<file path="src/rtl/serial_link_pkg.sv">
// Shared definitions for the NeXT keyboard/sound serial link (transmit and receive sides).
package serial_link_pkg;

  // Data bits carried by one frame; the receiver sizes its shift register from this too.
  localparam int unsigned FRAME_W = 40;

  // Shortest low gap between frames that a receiver can resynchronise on.
  localparam int unsigned MIN_GAP = 2;

  typedef enum logic [1:0] {
    StIdle,
    StStart,
    StData,
    StGap
  } tx_state_e;

endpackage

</file>
<file path="src/rtl/tx_fifo.sv">
// Small synchronous FIFO; pointers carry one extra wrap bit so full/empty come from pointers alone.
module tx_fifo #(
  parameter int unsigned Width = 40,
  parameter int unsigned Depth = 2
) (
  input  logic             clk,
  input  logic             rst_n,
  input  logic             push_i,
  input  logic [Width-1:0] wdata_i,
  input  logic             pop_i,
  output logic [Width-1:0] rdata_o,
  output logic             full_o,
  output logic             empty_o
);

  localparam int unsigned AddrW = (Depth > 1) ? $clog2(Depth) : 1;

  logic [AddrW:0]   wr_ptr_q, rd_ptr_q;
  logic [Width-1:0] mem_q [Depth];
  logic             do_push, do_pop;

  assign empty_o = (wr_ptr_q == rd_ptr_q);
  assign full_o  = (wr_ptr_q[AddrW] != rd_ptr_q[AddrW]) &&
                   (wr_ptr_q[AddrW-1:0] == rd_ptr_q[AddrW-1:0]);
  assign do_push = push_i && !full_o;
  assign do_pop  = pop_i && !empty_o;
  assign rdata_o = mem_q[rd_ptr_q[AddrW-1:0]];

  // Pointer update; wrap bit distinguishes full from empty.
  always_ff @(posedge clk or negedge rst_n) begin
    if (!rst_n) begin
      wr_ptr_q <= '0;
      rd_ptr_q <= '0;
    end else begin
      if (do_push) wr_ptr_q <= wr_ptr_q + (AddrW + 1)'(1);
      if (do_pop)  rd_ptr_q <= rd_ptr_q + (AddrW + 1)'(1);
    end
  end

  // Storage array; contents need no reset since empty masks them.
  always_ff @(posedge clk) begin
    if (do_push) mem_q[wr_ptr_q[AddrW-1:0]] <= wdata_i;
  end

endmodule

</file>
<file path="src/rtl/serial_transmitter.sv">
// Parallel-to-serial frame transmitter: start bit '1', FRAME_W data bits MSB first, then a low gap.
module serial_transmitter #(
  parameter int unsigned FRAME_W       = serial_link_pkg::FRAME_W,
  parameter int unsigned GAP_CYCLES    = serial_link_pkg::MIN_GAP,
  parameter int unsigned FIFO_DEPTH    = 2,
  parameter int unsigned RESET_HOLDOFF = 42
) (
  input  logic               clk,
  input  logic               rst_n,
  input  logic [FRAME_W-1:0] tx_data,
  input  logic               tx_valid,
  output logic               tx_ready,
  output logic               so,
  output logic               busy,
  output logic               frame_done
);

  import serial_link_pkg::*;

  localparam int unsigned BitCntW = $clog2(FRAME_W + 1);
  localparam int unsigned GapCntW = $clog2(GAP_CYCLES + 1);
  localparam int unsigned HoldW   = (RESET_HOLDOFF > 0) ? $clog2(RESET_HOLDOFF + 1) : 1;

  tx_state_e            state_q, state_d;
  logic [FRAME_W-1:0]   shift_q, shift_d;
  logic [BitCntW-1:0]   bit_cnt_q, bit_cnt_d;
  logic [GapCntW-1:0]   gap_cnt_q, gap_cnt_d;
  logic                 so_q, so_d;
  logic                 frame_done_q, frame_done_d;
  logic [HoldW-1:0]     holdoff_q;

  logic [FRAME_W-1:0]   fifo_rdata;
  logic                 fifo_full, fifo_empty;
  logic                 push, pop;

  // Ready depends only on registered state, so a full FIFO blocks pushes even while popping.
  assign tx_ready   = (holdoff_q == '0) && !fifo_full;
  assign push       = tx_valid && tx_ready;
  assign so         = so_q;
  assign frame_done = frame_done_q;
  assign busy       = (state_q != StIdle) || !fifo_empty;

  tx_fifo #(
    .Width (FRAME_W),
    .Depth (FIFO_DEPTH)
  ) u_tx_fifo (
    .clk     (clk),
    .rst_n   (rst_n),
    .push_i  (push),
    .wdata_i (tx_data),
    .pop_i   (pop),
    .rdata_o (fifo_rdata),
    .full_o  (fifo_full),
    .empty_o (fifo_empty)
  );

  // Post-reset holdoff gives a peer receiver left mid-frame time to run out its bit count.
  always_ff @(posedge clk or negedge rst_n) begin
    if (!rst_n) begin
      holdoff_q <= HoldW'(RESET_HOLDOFF);
    end else if (holdoff_q != '0) begin
      holdoff_q <= holdoff_q - HoldW'(1);
    end
  end

  // Next-state and registered-output logic for the frame sequencer.
  always_comb begin
    state_d      = state_q;
    shift_d      = shift_q;
    bit_cnt_d    = bit_cnt_q;
    gap_cnt_d    = gap_cnt_q;
    so_d         = 1'b0;
    frame_done_d = 1'b0;
    pop          = 1'b0;
    unique case (state_q)
      StIdle: begin
        if (!fifo_empty) begin
          pop     = 1'b1;
          shift_d = fifo_rdata;
          so_d    = 1'b1;
          state_d = StStart;
        end
      end
      StStart: begin
        so_d      = shift_q[FRAME_W-1];
        shift_d   = shift_q << 1;
        bit_cnt_d = BitCntW'(1);
        state_d   = StData;
      end
      StData: begin
        if (bit_cnt_q == BitCntW'(FRAME_W)) begin
          gap_cnt_d    = GapCntW'(1);
          frame_done_d = 1'b1;
          state_d      = StGap;
        end else begin
          so_d      = shift_q[FRAME_W-1];
          shift_d   = shift_q << 1;
          bit_cnt_d = bit_cnt_q + BitCntW'(1);
        end
      end
      StGap: begin
        if (gap_cnt_q == GapCntW'(GAP_CYCLES)) begin
          if (!fifo_empty) begin
            pop     = 1'b1;
            shift_d = fifo_rdata;
            so_d    = 1'b1;
            state_d = StStart;
          end else begin
            state_d = StIdle;
          end
        end else begin
          gap_cnt_d = gap_cnt_q + GapCntW'(1);
        end
      end
      default: state_d = StIdle;
    endcase
  end

  // Sequencer state; reset drops so immediately and abandons any frame in flight.
  always_ff @(posedge clk or negedge rst_n) begin
    if (!rst_n) begin
      state_q      <= StIdle;
      shift_q      <= '0;
      bit_cnt_q    <= '0;
      gap_cnt_q    <= '0;
      so_q         <= 1'b0;
      frame_done_q <= 1'b0;
    end else begin
      state_q      <= state_d;
      shift_q      <= shift_d;
      bit_cnt_q    <= bit_cnt_d;
      gap_cnt_q    <= gap_cnt_d;
      so_q         <= so_d;
      frame_done_q <= frame_done_d;
    end
  end

endmodule

</file>
<file path="config.mk">
export PLATFORM = sky130hd
export DESIGN_NAME = serial_transmitter
export DESIGN_NICKNAME = d
export VERILOG_FILES = /design/src/rtl/serial_link_pkg.sv /design/src/rtl/tx_fifo.sv /design/src/rtl/serial_transmitter.sv
export SDC_FILE = /design/constraint.sdc
export NUM_CORES = 1
export LEC_CHECK = 0
export CAP_MARGIN = 10
export CORE_ASPECT_RATIO = 0.9
export CORE_MARGIN = 3
export CORE_UTILIZATION = 29
export DETAILED_ROUTE_END_ITERATION = 10
export HOLD_SLACK_MARGIN = 0.03
export PLACE_DENSITY = 0.48
export SKIP_LAST_GASP = 1
export SLEW_MARGIN = 20
export SYNTH_ARGS = -nofsm -noshare
export SYNTH_HDL_FRONTEND = slang
export SYNTH_SLANG_ARGS = --single-unit
</file>
<file path="constraint.sdc">
create_clock -name clk -period 11 [get_ports clk]
set_clock_uncertainty 0.15 [all_clocks]
set_input_delay 3.3 -clock clk [delete_from_list [all_inputs] [get_ports clk]]
set_output_delay 3.3 -clock clk [all_outputs]
set_load 0.005 [all_outputs]
</file>
# After elaboration in Yosys (flattened, before gate mapping)
# Memory sizes are Yosys's and may differ from the RTL's.
# Cells that the tools add are included.
[op_classes] n_eq_ne=13 n_mux=23 n_reduce_logical=18 addsub=5
[ops] cell="case mux 40 bit (4 select lines)" n=1
[ops] cell="two-way mux 40 bit" n=3
[ops] cell="case mux 6 bit (2 select lines)" n=1
[ops] cell="two-way mux 2 bit" n=5
[ops] cell="inequality test 2 bit (second input constant)" n=5
[ops] cell="two-way mux 1 bit" n=8
[ops] cell="case mux 2 bit (4 select lines)" n=1
[ops] cell="adder 2 x 1 -> 2 bit (second input constant)" n=3
[ops] cell="adder 6 x 1 -> 6 bit (second input constant)" n=1
[ops] cell="== test 2 bit (second input constant)" n=3
[ops] cell="== test 6 bit (second input constant)" n=1
[ops] cell="zero test 6 bit" n=1
[ops] cell="two-way mux 6 bit" n=1
[ops] cell="AND reduction 3 bit" n=2
[ops] cell="nonzero test 2 bit" n=3
[ops] cell="nonzero test 6 bit" n=1
[ops] cell="subtractor 6 x 1 -> 6 bit (second input constant)" n=1
[ops] cell="logical AND 1 bit" n=5
[ops] cell="case mux 1 bit (4 select lines)" n=1
[ops] cell="case mux 2 bit (2 select lines)" n=1
[ops] cell="AND reduction 2 bit" n=2
[ops] cell="== test 2 x 1 -> 1 bit (second input constant)" n=1
[ops] cell="== test 2 bit" n=1
[ops] cell="zero test 1 bit" n=2
[ops] cell="5 further kinds" n=5
[word_totals] memories=1 inputBits=43 ramBits=80 register_bits=62 word_cells=69
[memory_table] name="u_tx_fifo.mem_q" depth=2 word_bits=40 read_ports=1 rd_clocked_by_memory_dff=0 wr=1 line_no="tx_fifo.sv:19" text="logic [Width-1:0] mem_q [Depth];"

# Logic depth before layout (Yosys ltp)
[depth] depth_word=8 mapped_depth=8

# By module
# From an unflattened synthesis, not the netlist that was laid out.
[unflattened] cells_unflattened=441 area_unflattened_um2=6084.6
[modules_own_cells] mod="tx_fifo" area_each_um2=3168.0 cells_per_inst=152 instances=1 seq_area_each_um2=2502.4
[modules_own_cells] mod="serial_transmitter" area_each_um2=2916.5 cells_per_inst=289 instances=1 seq_area_each_um2=1455.1

# Worst setup path after synthesis
# OpenSTA, ideal clock, no wires.
[synth_timing] path_kind="input port to flip-flop" startpoint="input port tx_valid" endpoint="memory u_tx_fifo.mem_q[0][0] (enable)" slack_ns=4.093 n_path_buf=0 arrival_ns=6.270 t_required_ns=10.363 stages=2 cell_sequence="nand4b_1 -> nor3_1"
[synth_between] elab_chain_len=4
[synth_rtl] item="start: declaration" line_no="serial_transmitter.sv:11" text="input logic tx_valid,"
[synth_rtl] item="logical AND 1 bit" line_no="serial_transmitter.sv:38" text="assign push = tx_valid && tx_ready;"
[synth_rtl] item="logical AND 1 bit" line_no="tx_fifo.sv:25" text="assign do_push = push_i && !full_o;"
[synth_rtl] item="two-way mux 1 bit" line_no="tx_fifo.sv:42" text="if (do_push) mem_q[wr_ptr_q[AddrW-1:0]] <= wdata_i;"
[synth_rtl] item="two-way mux 1 bit (implied by the code)" line_no="tx_fifo.sv:42"
[synth_rtl] item="end: declaration" line_no="tx_fifo.sv:19"
# No other way between the ends.

# Final worst setup path
[layout_timing] startpoint="register u_tx_fifo.rd_ptr_q[0]" endpoint="output port busy"
[layout_between] elab_chain_len=3
[layout_rtl] item="start: declaration" line_no="tx_fifo.sv:18" text="logic [AddrW:0] wr_ptr_q, rd_ptr_q;"
[layout_rtl] item="start signal: assignment" line_no="tx_fifo.sv:36" text="if (do_pop) rd_ptr_q <= rd_ptr_q + (AddrW + 1)'(1);"
[layout_rtl] item="== test 2 bit" line_no="tx_fifo.sv:22" text="assign empty_o = (wr_ptr_q == rd_ptr_q);"
[layout_rtl] item="zero test 1 bit" line_no="serial_transmitter.sv:41" text="assign busy = (state_q != StIdle) || !fifo_empty;"
[layout_rtl] item="logical OR 1 bit" line_no="serial_transmitter.sv:41"
[layout_rtl] item="end: declaration" line_no="serial_transmitter.sv:14" text="output logic busy,"
# No other way between the ends.

==> impl_metrics.toml <==
[status]
status = "finished, final reports clean"

[layout]
multi_input_area_sq_um = 1910
layout_commonest_cell = "edfxtp_1"
final_area_sq_um = 7340
instances_no_fill = 756
seq_area_sq_um = 3960
syn_to_final_growth_pct = 22.1
fillers = 1919
drive_gt1_share_pct = 17.4
nNetsFinal = 539
final_cell_mix = "80 x edfxtp_1, 58 x dfrtp_1, 51 x o21ai_0"

[critical_path]
endpoint_kind = "primary output"
arrival_ps = 2530
worstPathMaxFanout = 47
rr_startpoint = "state_q[1]$_DFFE_PN0P_"
cp.required_ps = 7550
crit_path_start_kind = "flop"
critPathKind = "flop to primary output"
critPathLaunch = "u_tx_fifo.rd_ptr_q[0]$_DFFE_PN0P_"

[sta]
finalSetupViolCount = 0
final_hold_viol_count = 0
grt_setup_unrepaired = "false"
worst_pin_slew_ps = 830
slew_headroom_pct = 44.6
finalCritPeriodShare_pct = 54.3
fin_setup_tns_ps = 0
max_freq_mhz = 167
post-route-min-period_ps = 5980
final_max_slew_viol_count = 0

[power_and_ir_drop]
power.density_nw_per_um2 = 308
p_leak_uw = 0.00287
ir_worst_vdd_uv = 180

[yosys]
synth_edf_count = 80
yosys_register_bits = 142
synth_cells = 436
ys_types = 40
netlist_area_sq_um = 6010
async_flop_share_pct = 43.7
syn_nets = 488
ys.flop_type = "edfxtp_1"
synth.avg_cell_area_sq_um = 13.8
ys_seq_area_share_pct = 65.8
ys_warn_count = 0

[routing]
postRouteAntennaNets = 0
drtIter0Drc = 233
drc = 0
drt_wl_total_microns = 10600
firstDrtPassIters = 4
dr_total_vias = 3395
avgViaCountPerCell = 4.49
wl_per_cell_microns = 14.0

[cts]
cts_tree = "done"
cts.sinks = 142
cts_setup_buffers = 0
cts_inserted_buffers = 17
cts_hold_buf = 0
cts.root.buffer_cell = "clkbuf_16"
cts-resized-gates = 0
htreeDepth = 4
insertion_delay_ps = 420
clockBufferDepth = 2
path_clk_slew_ps = 60

[global_route]
overflow = 0
grt_pass1_wl_microns = 17500
grt_start_max_net_pins = 90
grt_usage_pct = 10.1
antenna_found_initial = 0
first_global_vias = 3396

[die]
pin_count = 47
coreArea_sq_um = 20200
row_count = 49
die_w_microns = 158
initial_utilization_pct = 29.8
die_y_microns = 143
dieArea_sq_um = 22500

[worst_hold_path]
hp-class = "flop to flop"
min-delay-start = "shift_q[7]$_DFFE_PN0P_"

[place]
placed_cells = 723
dp_hpwl_microns = 6300
place_area_sq_um = 6740
port_buffers = 46
gp_congestion = 0.780

[job]
max_cap_violations = 0
==> per-layer routing <==
metal	share of wire, %	vias up	GRT usage (%)	wire length, microns
met5	0	-	0	0
met4	0.97	0	3.42	103
met3	4.6	9	3.82	487
met2	46	56	15.3	4900
met1	48	1654	13.4	5110
li1	-	1676	-	-
==> power breakdown <==
group	internal [uW]	switching, uW
logic	394	462
clock network	358	221
registers	761	67.9
total	1510	751
==> path summary, 6_finish.rpt <==
kind	slack (ps)	to	depth (start not counted)
max in group asynchronous	7210	u_tx_fifo.rd_ptr_q[0]$_DFFE_PN0P_	2
setup reg to reg	7700	shift_q[30]$_DFFE_PN0P_	7
min in group asynchronous	2900	holdoff_q[0]$_DFFE_PN0P_	2
setup / recovery	5020	busy	4
hold reg to reg	340	shift_q[7]$_DFFE_PN0P_	1
hold / removal	340	shift_q[7]$_DFFE_PN0P_	1
==> worst max-delay path, stage by stage (launching register included) <==
cell,delay [ps]
dfrtp_2,330
buf_4,640
xor2_1,240
or3_1,430
clkdlybuf4s50_1,470
==> synth_stat cells, types with 5 or more instances <==
library cell | count | share of area [%]
ha_1 | 9 | 1.9
nand2_1 | 45 | 2.8
nor2_1 | 13 | 0.81
o21ai_0 | 51 | 4.2
clkbuf_1 | 11 | 0.69
dfrtp_1 | 59 | 25
nand3_1 | 8 | 0.67
edfxtp_1 | 80 | 40
buf_2 | 5 | 0.42
mux2i_1 | 44 | 7.3
a21oi_1 | 8 | 0.67
inv_1 | 14 | 0.87
mux2_2 | 40 | 7.5
nor2b_1 | 6 | 0.62
nor3_1 | 5 | 0.42
==> stage by stage <==
stage / total power, uW / utilization (%) / hold slack [ps] / setup WS [ps]
2_1_floorplan: 1540 / - / 308 / 4090
3_3_place_gp: 1690 / 33.4 / 326 / 5420
3_5_place_dp: 1710 / 33.4 / 330 / 5410
4_1_cts: 2300 / 36.4 / 345 / 4950
5_1_grt: 2440 / 36.4 / 361 / 4830
6_report: 2260 / 36.4 / 338 / 5020
==> cells by family after synthesis <==
logic type	synth area share (%)
DFF	65.8
and+or+nand+nor	6.82
muxes	15.2
AOI/OAI and AO/OA	6.59
buffers and inverters	2.73
adders and majority gates	1.87
xor gates and xnor gates	0.999
==> state kept, by name, summed over array words and instances, names as in the netlist <==
| register | cells |
|---|---|
| u_tx_fifo.mem_q | 80 |
| u_tx_fifo.wr_ptr_q | 2 |
| u_tx_fifo.rd_ptr_q | 2 |
| frame_done | 1 |
| gap_cnt_q | 2 |
| so | 1 |
| state_q | 2 |
| bit_cnt_q | 6 |
| shift_q | 40 |
| holdoff_q | 6 |
==> cell type report <==
| type | instances | area share [%] |
|---|---|---|
| clock buffer | 19 | 5.90 |
| antenna | 1 | 0.0341 |
| clock inverter | 13 | 2.23 |
| timing repair buffer | 52 | 6.82 |
| multi-input combinational | 260 | 26.0 |
| inverter | 14 | 0.716 |
| sequential | 142 | 53.9 |
| tap | 255 | 4.35 |
No activity file was read; power rests on OpenSTA's default activity.
